`src/rtl/prog_loader.sv`:
```
// Program loader / RAM-ownership controller: streams DEPTH bytes into program RAM, then hands RAM to the CPU.
// Optional checksum stage is enabled with `define PROG_LOADER_CHECKSUM_EN.
module prog_loader #(
  parameter int ADDR_W = 4,
  parameter int DATA_W = 8,
  parameter int DEPTH  = 16
) (
  input  logic              clk,
  input  logic              reset,
  input  logic              load_req,
  input  logic              in_valid,
  input  logic [DATA_W-1:0] in_data,
  output logic              in_ready,
  input  logic [ADDR_W-1:0] cpu_mar,
  input  logic [DATA_W-1:0] cpu_bus,
  input  logic              cpu_ri,
  input  logic              cpu_ro,
  output logic [DATA_W-1:0] cpu_rdata,
  output logic [ADDR_W-1:0] ram_addr,
  output logic [DATA_W-1:0] ram_wdata,
  output logic              ram_we,
  input  logic [DATA_W-1:0] ram_rdata,
  output logic              owner,
  output logic              cpu_rst,
  output logic              start,
  output logic              done,
  output logic              err,
  output logic [2:0]        dbg_state
);

  typedef enum logic [2:0] {
    S_IDLE   = 3'd0,
    S_LOAD   = 3'd1,
`ifdef PROG_LOADER_CHECKSUM_EN
    S_CHECK  = 3'd2,
`endif
    S_LAUNCH = 3'd3,
    S_RUN    = 3'd4
  } state_t;

  state_t            r_state;
  state_t            w_state_next;
  logic [ADDR_W-1:0] r_ptr;
  logic              r_run_first;
  logic              w_loading;
  logic              w_abort;
  logic              w_accept;
  logic              w_wr;
  logic              w_last;

  // Handshake: a byte transfers on a rising edge where in_valid and in_ready are both high;
  // in_ready depends only on registered state, and dropping load_req cancels that cycle's transfer.
`ifdef PROG_LOADER_CHECKSUM_EN
  assign w_loading = (r_state == S_LOAD) || (r_state == S_CHECK);
`else
  assign w_loading = (r_state == S_LOAD);
`endif
  assign w_abort  = w_loading & ~load_req;
  assign w_accept = in_valid & w_loading & ~w_abort;
  assign w_wr     = w_accept & (r_state == S_LOAD);
  assign w_last   = (r_ptr == ADDR_W'(DEPTH - 1));

`ifdef PROG_LOADER_CHECKSUM_EN
  logic [7:0] r_sum;
  logic [7:0] w_sum_next;
  logic       r_err;

  assign w_sum_next = r_sum + in_data[7:0];

  // The checksum byte passes when it brings the running sum to zero.
  always_ff @(posedge clk) begin
    if (reset) begin
      r_sum <= '0;
      r_err <= 1'b0;
    end else if ((r_state == S_IDLE) && load_req) begin
      r_sum <= '0;
      r_err <= 1'b0;
    end else if (w_wr) begin
      r_sum <= w_sum_next;
    end else if ((r_state == S_CHECK) && w_accept && (w_sum_next != 8'd0)) begin
      r_err <= 1'b1;
    end
  end

  assign err = r_err;
`else
  assign err = 1'b0;
`endif

  always_ff @(posedge clk) begin
    if (reset) begin
      r_state     <= S_IDLE;
      r_ptr       <= '0;
      r_run_first <= 1'b0;
    end else begin
      r_state     <= w_state_next;
      r_run_first <= (r_state == S_LAUNCH);
      if ((r_state == S_IDLE) && load_req) begin
        r_ptr <= '0;
      end else if (w_wr) begin
        r_ptr <= r_ptr + ADDR_W'(1);
      end
    end
  end

  always_comb begin
    w_state_next = r_state;
    case (r_state)
      S_IDLE: begin
        if (load_req) w_state_next = S_LOAD;
      end
      S_LOAD: begin
        if (w_abort) begin
          w_state_next = S_IDLE;
        end else if (w_accept && w_last) begin
`ifdef PROG_LOADER_CHECKSUM_EN
          w_state_next = S_CHECK;
`else
          w_state_next = S_LAUNCH;
`endif
        end
      end
`ifdef PROG_LOADER_CHECKSUM_EN
      S_CHECK: begin
        if (w_abort) begin
          w_state_next = S_IDLE;
        end else if (w_accept) begin
          w_state_next = (w_sum_next == 8'd0) ? S_LAUNCH : S_IDLE;
        end
      end
`endif
      S_LAUNCH: w_state_next = S_RUN;
      S_RUN: begin
        if (load_req) w_state_next = S_IDLE;
      end
      default: w_state_next = S_IDLE;
    endcase
  end

  always_comb begin
    owner    = 1'b1;
    cpu_rst  = 1'b1;
    in_ready = w_loading;
    start    = 1'b0;
    done     = 1'b0;
    case (r_state)
      S_LAUNCH: begin
        owner   = 1'b0;
        cpu_rst = 1'b0;
      end
      S_RUN: begin
        owner   = 1'b0;
        cpu_rst = 1'b0;
        done    = 1'b1;
        start   = r_run_first;
      end
      default: ;
    endcase
  end

  // RAM mux follows the registered owner so the CPU never sees a mid-cycle switch.
  always_comb begin
    if (owner) begin
      ram_addr  = r_ptr;
      ram_wdata = in_data;
      ram_we    = w_wr;
      cpu_rdata = '0;
    end else begin
      ram_addr  = cpu_mar;
      ram_wdata = cpu_bus;
      ram_we    = cpu_ri;
      cpu_rdata = cpu_ro ? ram_rdata : '0;
    end
  end

  assign dbg_state = r_state;

endmodule
```
`config.mk`:
```
export PLATFORM = sky130hd
export DESIGN_NAME = prog_loader
export DESIGN_NICKNAME = d
export VERILOG_FILES = /design/src/rtl/prog_loader.sv
export SDC_FILE = /design/constraint.sdc
export NUM_CORES = 1
export LEC_CHECK = 0
export ABC_AREA = 1
export BUFFER_PORTS_ARGS = -buffer_cell sky130_fd_sc_hd__buf_2
export CAP_MARGIN = 20
export CORE_AREA = 2 2 48 50
export DETAILED_ROUTE_END_ITERATION = 6
export DIE_AREA = 0 0 50 52
export PLACE_DENSITY = 0.73
export SYNTH_ARGS = -nofsm -noshare
export SYNTH_HDL_FRONTEND = slang
export SYNTH_SLANG_ARGS = --single-unit
```
`constraint.sdc`:
```
create_clock -name clk -period 1.6 [get_ports clk]
set_input_delay 0.16 -clock clk [delete_from_list [all_inputs] [get_ports clk]]
set_output_delay 0.16 -clock clk [all_outputs]
set_load 0.01 [all_outputs]
```
==> results.md, run 1 <==
Detailed routing:
- The routed via count divided by cell count is 4.44.
- The number of design-rule violations left by the first detailed-router iteration is 6.
- In this run the remaining antenna-violating nets after routing total 0.
- The vias after detailed routing is 945.
- The total wire length after detailed routing is 2.12 mm.
- After detailed routing, the average wire length per cell comes to about 10 µm.
- The DRC violation count after routing is 0.
- The pre-antenna-repair detailed-routing pass consisted of 4 iterations.

Clock tree:
- Clock tree synthesis inserted a total of 3 buffers.
- In this run the clock root is driven by a clkbuf_4.
- The cts-stage hold buffer count is 0.
- CTS built an H-tree with a depth of 1.
- The tree built by TritonCTS fans out to 8 sinks.
- The clock latency on the worst-skew pair is 260 ps.
- Clock-pin slew was measured on the worst setup and hold paths at 50 ps.
- The maximum clock path buffer count is 2.
- TritonCTS built the clock tree.

Cells and area:
- The synthesis-to-finish area growth is 51.5%.
- The net count of the finished layout is approximately 220.
- Cells with a size suffix above 1 make up 47.0% of the layout.
- Summing all non-filler instances in the final layout gives an area of 1070 µm².
- The count of filler cells inserted in the layout is around 220.
- The diode insertion count for antenna repair is 0.

STA:
- Setup repair after global routing could not meet its margin everywhere.
- The routed design could run at a clock period as short as 1600 ps.
- The post-route fraction of the period consumed by the critical path is 100%.
- Setup violations remaining at the end of the flow were counted as 1.
- Between clock sinks in the finished design, the worst skew comes to 0.411 ps.
- The final count of pins violating max slew is 0.
- The number of hold violations in the final report is 0.
- For this run, the top clock speed supported by timing is 624 MHz.
- The tightest hold path in the finished design has a slack of between 90 and 100 ps.
- The slack of the critical path is -1.98 ps.

Run status:
- The flow ran to the end, but the final reports show violations.
- The checks that failed: setup timing.

Floorplanning:
- The area of the core region is roughly 2100 µm².
- The number of standard-cell rows in the floorplan is 17.
- 64 I/O pins were placed.
- From left edge to right edge, the die measures 50 µm.
- The floorplan step defined a die boundary enclosing roughly 2600 µm².
- Once the floorplan was initialized, standard cells occupied approximately a third of the core.
- From bottom edge to top edge, the die measures 52 µm.

Critical path:
- The required time of the critical path is approximately 1400 ps.
- The number of buffers and inverters on the critical path is 4.
- In this run the worst path has a maximum fanout of 20.
- Among cell families on the critical path, the largest total delay comes from simple AND/OR/NAND/NOR gates.
- The signal on the critical path passes through nor2_4 -> inv_2 -> nor2_4 -> inv_4 -> nand2_8 -> inv_8 -> nand2_1 -> nand2_1 -> buf_2.
- The highest cell delay on the worst timing path is 370 ps.
- STA classifies the critical path startpoint as a flip-flop.
- STA classifies the critical path endpoint as an output pin.
- The arrival time of data at the critical path endpoint is between 1000 and 1500 ps.
- The minimum setup slack among reg-to-reg paths is 300 ps.
- The critical path's slowest cell is dfxtp_4.
- The worst setup path is of the flip-flop to output pin kind.

Logic synthesis:
- The cell count after synthesis is 123.
- The dominant register cell in the synthesized netlist is dfxtp_1.
- Averaged over all synthesized cells, the footprint is 5.77 µm².
- Counting instances in the post-synthesis netlist gives the leading cell types as nand2_1, inv_1, nor2_2.
- Yosys printed 0 warnings.
- The number of nets in the synthesized netlist is approximately 160.
- The most instantiated library cell after synthesis is nand2_1.
- In the synthesized netlist the async set-or-reset flop fraction comes to 0%.
- The count of flip-flops with a built-in enable after synthesis is 0.
- The flip-flop and latch count after synthesis is 8.
- After synthesis, the netlist uses 20 different library cells.
- The share of the synthesized area in the top cell type is 28.6%.
- The post-synthesis sequential area ratio is 22.6%.
- The mapped netlist covers 709 µm².
- Ranked by total cell area, the synthesized netlist is headed by nand2_1, dfxtp_1, nor2_2, inv_1, a21oi_1.
- The cell taking the most area after synthesis is nand2_1.

Global route:
- The number of antenna violations at the first check in global routing is 0.
- The via count of the first global-routing pass is 780.
- The combined global-route utilization of all metal layers is 15.5%.
- Global routing finished with a remaining overflow of 0.
- The first global-routing pass estimated 3.11 mm of wire.
- Entering global routing, the biggest net connects 21 pins.

Flow run:
- Across the run, the number of max-cap violations was 0.

Placement:
- The cell area after placement is 1010 µm².
- The detailed placer's ending HPWL is 1.67 mm.
- Buffers placed on the I/O ports in this run total 62.
- The setup slack at placement is 214 ps.
- The global placement routability congestion is 0.826.

Worst hold path:
- The path class of the lowest-slack min-delay path is input port to flip-flop.

Power and ir drop:
- The post-layout total power is just under 0.0005 W.
- The power density over the cells is 451 nW/µm².
- The analysis attributes to cell leakage a power of 0.634 nW.
- The maximum vdd ir drop is 0.000365 V.
metrics by stage:
step                      TNS (ps)  instances  util, %
after floorplan                  0        123        -
after global placement           0        208     48.0
after detailed placement         0        208     48.0
after CTS                        0        211     49.6
after global routing         -1080        213     51.0
final                        -1.98        213     51.0
worst paths after layout:
check,start,end,depth (start not counted)
min reg2reg,r_ptr[3],r_ptr[3],2
max reg2reg,dbg_state[2],r_ptr[2],6
min,reset,dbg_state[0],2
max,dbg_state[1],ram_wdata[6],9
cells in the final DEF (no fill, tap or decap), drive strengths merged:
| cell type | count |
|---|---|
| buf | 63 |
| nand2 | 57 |
| nor2 | 18 |
| inv | 15 |
| dfxtp | 8 |
| nand3 | 6 |
| a21oi | 6 |
| o21ai | 5 |
| clkbuf | 3 |
| nand4 | 2 |
| ha | 1 |
| conb | 1 |
cell families (layout without fill, tap and decap cells):
group | count (synthesis) | in the layout | share of synthesized area [%]
DFF | 8 | 8 | 22.6
other | 1 | 1 | 0.529
buffers and inverters | 20 | 81 | 15.0
and+or+nand+nor | 82 | 83 | 52.4
AOI/OAI and AO/OA | 11 | 11 | 7.76
adders and majority gates | 1 | 1 | 1.76
routing by layer:
layer | vias up | GRT usage [%] | wire (µm)
li1 | 497 | - | -
met1 | 409 | 16.4 | 832
met4 | 0 | 6.94 | 34
met3 | 5 | 3.74 | 144
met2 | 34 | 28.7 | 1110
met5 | - | 0 | 0
worst reg2reg max path: stages (launching register included):
cell and delay (ps):
dfxtp_2 330, inv_1 130, nand3_1 140, nor2_1 350, nand3_1 120, nand2_1 90, nor2_1 40
where the power goes:
| group | total (W) | internal, W | switching [W] |
|---|---|---|---|
| Sequential | 0.000205 | 0.000201 | 0.00000395 |
| Clock | 0.000161 | 0.0000862 | 0.0000744 |
| Combinational | 0.000119 | 0.0000555 | 0.0000636 |
| Total | 0.000485 | 0.000343 | 0.000142 |
area by class of cell:
class / count / area, µm² / area share (%)
multi-input combinational: 96 / 467 / 43.4
timing repair buffer: 63 / 318 / 29.6
sequential: 8 / 166 / 15.5
inverter: 15 / 66.3 / 6.17
tap: 28 / 35.0 / 3.26
clock buffer: 3 / 22.5 / 2.10
flip-flops by register name, indices dropped and copies added (netlist names):
register and flops:
dbg_state 3, r_run_first 1, r_ptr 4
timing repair:
| action | in CTS | in global routing |
|---|---|---|
| pin swaps | 0 | 3 |
| resized for setup | 5 | 4 |
| gates cloned | 0 | 1 |
| setup endpoints to repair | 20 | 21 |
| buffers inserted | 0 | 1 |
Power figures use the tool's default switching activity.
==> run 2, diff against run 1 <==
ABC_AREA = not set   (was 1)
CORE_AREA = 2 2 46 48   (was 2 2 48 50)
DIE_AREA = 0 0 48 50   (was 0 0 50 52)
==> run 2 against run 1 <==
Compared with the run above:
- the run still ends with setup timing left
- cell area increased by 12%
- first-iteration DRC count up 100%
- sequential cell count unchanged
- worst setup slack lost 95 ps
- cell count fell by 21%
- clock-buffer cell count unchanged
- synthesized cell count fell by 44%
- largest cell class unchanged
- largest power group unchanged
==> results.md, run 2 <==
Logic synthesis:
- Cell types occupying the most area after synthesis: dfxtp_1, mux2_2, and3_1, a31oi_1, buf_4 (was nand2_1, dfxtp_1, nor2_2, inv_1, a21oi_1).
- Cell types with the highest counts after synthesis: mux2_2, and3_1, dfxtp_1 (was nand2_1, inv_1, nor2_2).
- The mean instance size in the synthesized netlist is 8.81 µm² (was 5.77 µm²).
- The share of the synthesized area in the top cell type was 26.3% (was 28.6%).
- The flip-flop and latch count after synthesis was 8 (unchanged).
- The fraction of registers with async set/reset was 0% (unchanged).
- The share of the synthesized area in compound gates (AO/OA/AOI/OAI) is 8.44% (was 7.76%).
- The main combinational cell family by area after synthesis is simple AND/OR/NAND/NOR gates (unchanged).
- The dominant register cell in the synthesized netlist was dfxtp_1 (unchanged).
- The number of unique standard cell types used by synthesis is 24 (was 20).
- The most instantiated library cell after synthesis is mux2_2 (was nand2_1).
- The adder-cell share of the synthesized area is 2.06% (was 1.76%).
- The mapped cell area came to 608 µm² (was 709 µm²).
- The cell taking the most area after synthesis is dfxtp_1 (was nand2_1).
- The basic-gate share of the synthesized area counting and, or, nand and nor cells is 34.0% (was 52.4%).
- The net count after synthesis was 104 (was 158).
- The post-synthesis share of cell area spent on xor and xnor gates came to 0% (unchanged).
- The number of warning messages in the yosys log is 0 (unchanged).
- The post-synthesis sequential area ratio was 26.3% (was 22.6%).
- The multiplexer share of the synthesized area is 22.2% (was 0%).
- The cell count after synthesis is 69 (was 123).
- The count of flip-flops with a built-in enable after synthesis came to 0 (unchanged).

Cells and area:
- The design area is 1200 µm² (was 1070 µm²).
- The register name with the most flops is r_ptr (unchanged).
- The flip-flop count of the largest register, all copies and words added is 4 (unchanged).
- Top library cells by usage in the layout, fill and taps aside: buf_2, buf_6, buf_4 (was buf_2, nand2_1, inv_1).
- The count of non-filler cells in the finished layout is 168 (was 213).
- The net count of the finished layout is 178 (was 222).
- The synthesis-to-finish area growth came to 97.9% (was 51.5%).
- The ratio of cells with drive above 1 in the final layout is 70.2% (was 47.0%).
- The diode insertion count for antenna repair is 0 (unchanged).
- The commonest non-fill, non-tap cell in the layout is buf_2 (unchanged).

Placement:
- The global placement routability congestion was 0.704 (was 0.826).
- The number of buffer cells added on primary ports is 62 (unchanged).
- The detailed placer's ending HPWL is 1.49 mm (was 1.67 mm).
- The setup slack at placement is 30.3 ps (was 214 ps).
- The cell area after placement was 973 µm² (was 1010 µm²).
- The instance count after placement with tap cells included is 157 (was 208).

Clock tree:
- The clock latency on the worst-skew pair is 250 ps (was 260 ps).
- The root cell of the clock tree is clkbuf_4 (unchanged).
- The clock tree from TritonCTS is yes (unchanged).
- The cts-stage hold buffer count is 0 (unchanged).
- The number of clock buffers inserted by TritonCTS was 3 (unchanged).
- The maximum clock path buffer count was 2 (unchanged).
- The number of clock sinks is 8 (unchanged).
- The maximum level of the CTS H-tree was 1 (unchanged).
- The clock transition at the registers of the reported paths is 60 ps (was 50 ps).

STA:
- The clock skew was 1.54 ps (was 0.411 ps).
- The count of final setup violators came to 18 (was 1).
- The final-layout worst hold slack is 162 ps (was 97.5 ps).
- The post-route minimum period is 1700 ps (was 1600 ps).
- The final count of pins violating max slew is 0 (unchanged).
- The post-route fraction of the period consumed by the critical path is 106% (was 100%).
- The number of hold violations in the final report was 0 (unchanged).
- The final-layout setup total negative slack was -1130 ps (was -1.98 ps).
- Setup repair after global routing missed its margin: yes (unchanged).
- The slack of the critical path is -96.9 ps (was -1.98 ps).
- The maximum achievable frequency is 589 MHz (was 624 MHz).

Detailed routing:
- The number of nets with antenna violations after detailed routing is 0 (unchanged).
- The vias after detailed routing is 859 (was 945).
- The total wire length after detailed routing is 2.34 mm (was 2.12 mm).
- The average wire per standard cell is 13.9 µm (was 9.95 µm).
- The number of design-rule violations left by the first detailed-router iteration is 12 (was 6).
- The DRC violation count after routing came to 0 (unchanged).
- The iteration count of the initial detailed-routing pass is 4 (unchanged).
- The routed via count divided by cell count is 5.11 (was 4.44).

Floorplanning:
- The area of the die is 2400 µm² (was 2600 µm²).
- The floorplan die height came to 50 µm (was 52 µm).
- The number of ports placed on the die boundary is 64 (unchanged).
- The number of standard-cell rows in the floorplan is 16 (was 17).
- The die boundary width is 48 µm (was 50 µm).
- The area of the core region is 1900 µm² (was 2110 µm²).
- The starting density of the core is 32.0% (was 33.7%).

Global route:
- The number of antenna violations at the first check in global routing came to 0 (unchanged).
- The via count of the first global-routing pass came to 772 (was 780).
- The maximum number of pins on one net before global-route repair came to 13 (was 21).
- The combined global-route utilization of all metal layers is 19.1% (was 15.5%).
- The wire length of the first global-routing pass is 3.28 mm (was 3.11 mm).
- The total overflow reported by the global router was 0 (unchanged).

Critical path:
- The count of buffering cells on the critical path with inverters included was 1 (was 4).
- The required time of the critical path is 1440 ps (about the same).
- The arrival time of data at the critical path endpoint is 1540 ps (was 1440 ps).
- The launching element type of the critical path is a flip-flop (unchanged).
- The origin of the worst setup path is dbg_state[2] (was dbg_state[1]).
- The sort of element at the end of the critical path is an output pin (unchanged).
- Ordered cell list for the critical path: nor3b_4 -> nand2b_4 -> mux2_2 -> buf_6 (was nor2_4 -> inv_2 -> nor2_4 -> inv_4 -> nand2_8 -> inv_8 -> nand2_1 -> nand2_1 -> buf_2).
- The dominant delay contributor by cell family on the critical path was simple AND/OR/NAND/NOR gates (unchanged).
- The highest cell delay on the worst timing path is 350 ps (was 370 ps).
- The critical path's slowest cell is mux2_2 (was dfxtp_4).
- The classification of the worst setup path is flip-flop to output pin (unchanged).
- The largest driver fanout on the critical path was 5 (was 20).
- The worst reg2reg path startpoint was dbg_state[2] (unchanged).

Power and ir drop:
- The leakage power was 0.637 nW (was 0.634 nW).
- The power density over the cells is 405 nW/µm² (was 451 nW/µm²).
- The maximum vdd ir drop is 0.000282 V (was 0.000365 V).

Flow run:
- The max capacitance violation total came to 0 (unchanged).

Run status:
- Result of the run: finished with violations (unchanged).
- Failing checks: setup timing (unchanged).

Worst hold path:
- The path class of the lowest-slack min-delay path is input port to flip-flop (unchanged).
- The worst min-delay path startpoint is reset (unchanged).
-- run 2: cell families after synthesis --
| group | Yosys count |
|---|---|
| compound gates | 7 |
| mux | 12 |
| fa+ha+maj | 1 |
| simple gates | 33 |
| buf+inv | 7 |
| other cells | 1 |
| flops | 8 |
-- run 2: cell type report --
type | instances | area, µm²
Timing Repair Buffer | 73 | 482
Sequential cell | 8 | 164
Fill cell | 141 | 698
Multi-Input combinational cell | 56 | 498
Inverter | 1 | 3.75
Clock buffer | 3 | 22.5
Tap cell | 27 | 33.8
-- run 2: path summary, 6_finish.rpt --
path                            slack (ps)  cells after the start      endpoint
worst min register to register         540                      2      r_ptr[1]
worst max register to register          20                      4      r_ptr[3]
worst max-delay path                  -100                      4  ram_wdata[7]
worst min-delay path                   160                      2   r_run_first
-- run 2: metrics by stage --
stage | utilization [%] | power (W)
floorplan | - | 0.000244
global placement | 51.2 | 0.000302
detailed placement | 51.2 | 0.000304
CTS | 62.0 | 0.000485
global route | 63.3 | 0.000504
finish | 63.3 | 0.000487
-- run 2: report_power, final --
group          switching (W)  internal (W)  leakage (nW)
combinational      0.0000479     0.0000755         0.557
sequential        0.00000279      0.000202        0.0660
clock              0.0000732     0.0000862        0.0138
total               0.000124      0.000363         0.637
-- run 2: what timing repair did --
action / in CTS / in global routing
resized for setup: 29 / 3
cloned: 3 / 0
setup endpoints to repair: 21 / 22
buffers inserted: 4 / 1
pin swaps: 2 / 3
-- run 2: metal layers --
| metal | vias up | GRT usage, % | routed length, µm |
|---|---|---|---|
| li1 | 408 | - | - |
| met2 | 47 | 33.8 | 1200 |
| met4 | 0 | 8.56 | 40 |
| met3 | 4 | 3.30 | 154 |
| met5 | - | 0 | 0 |
| met1 | 400 | 20.7 | 941 |
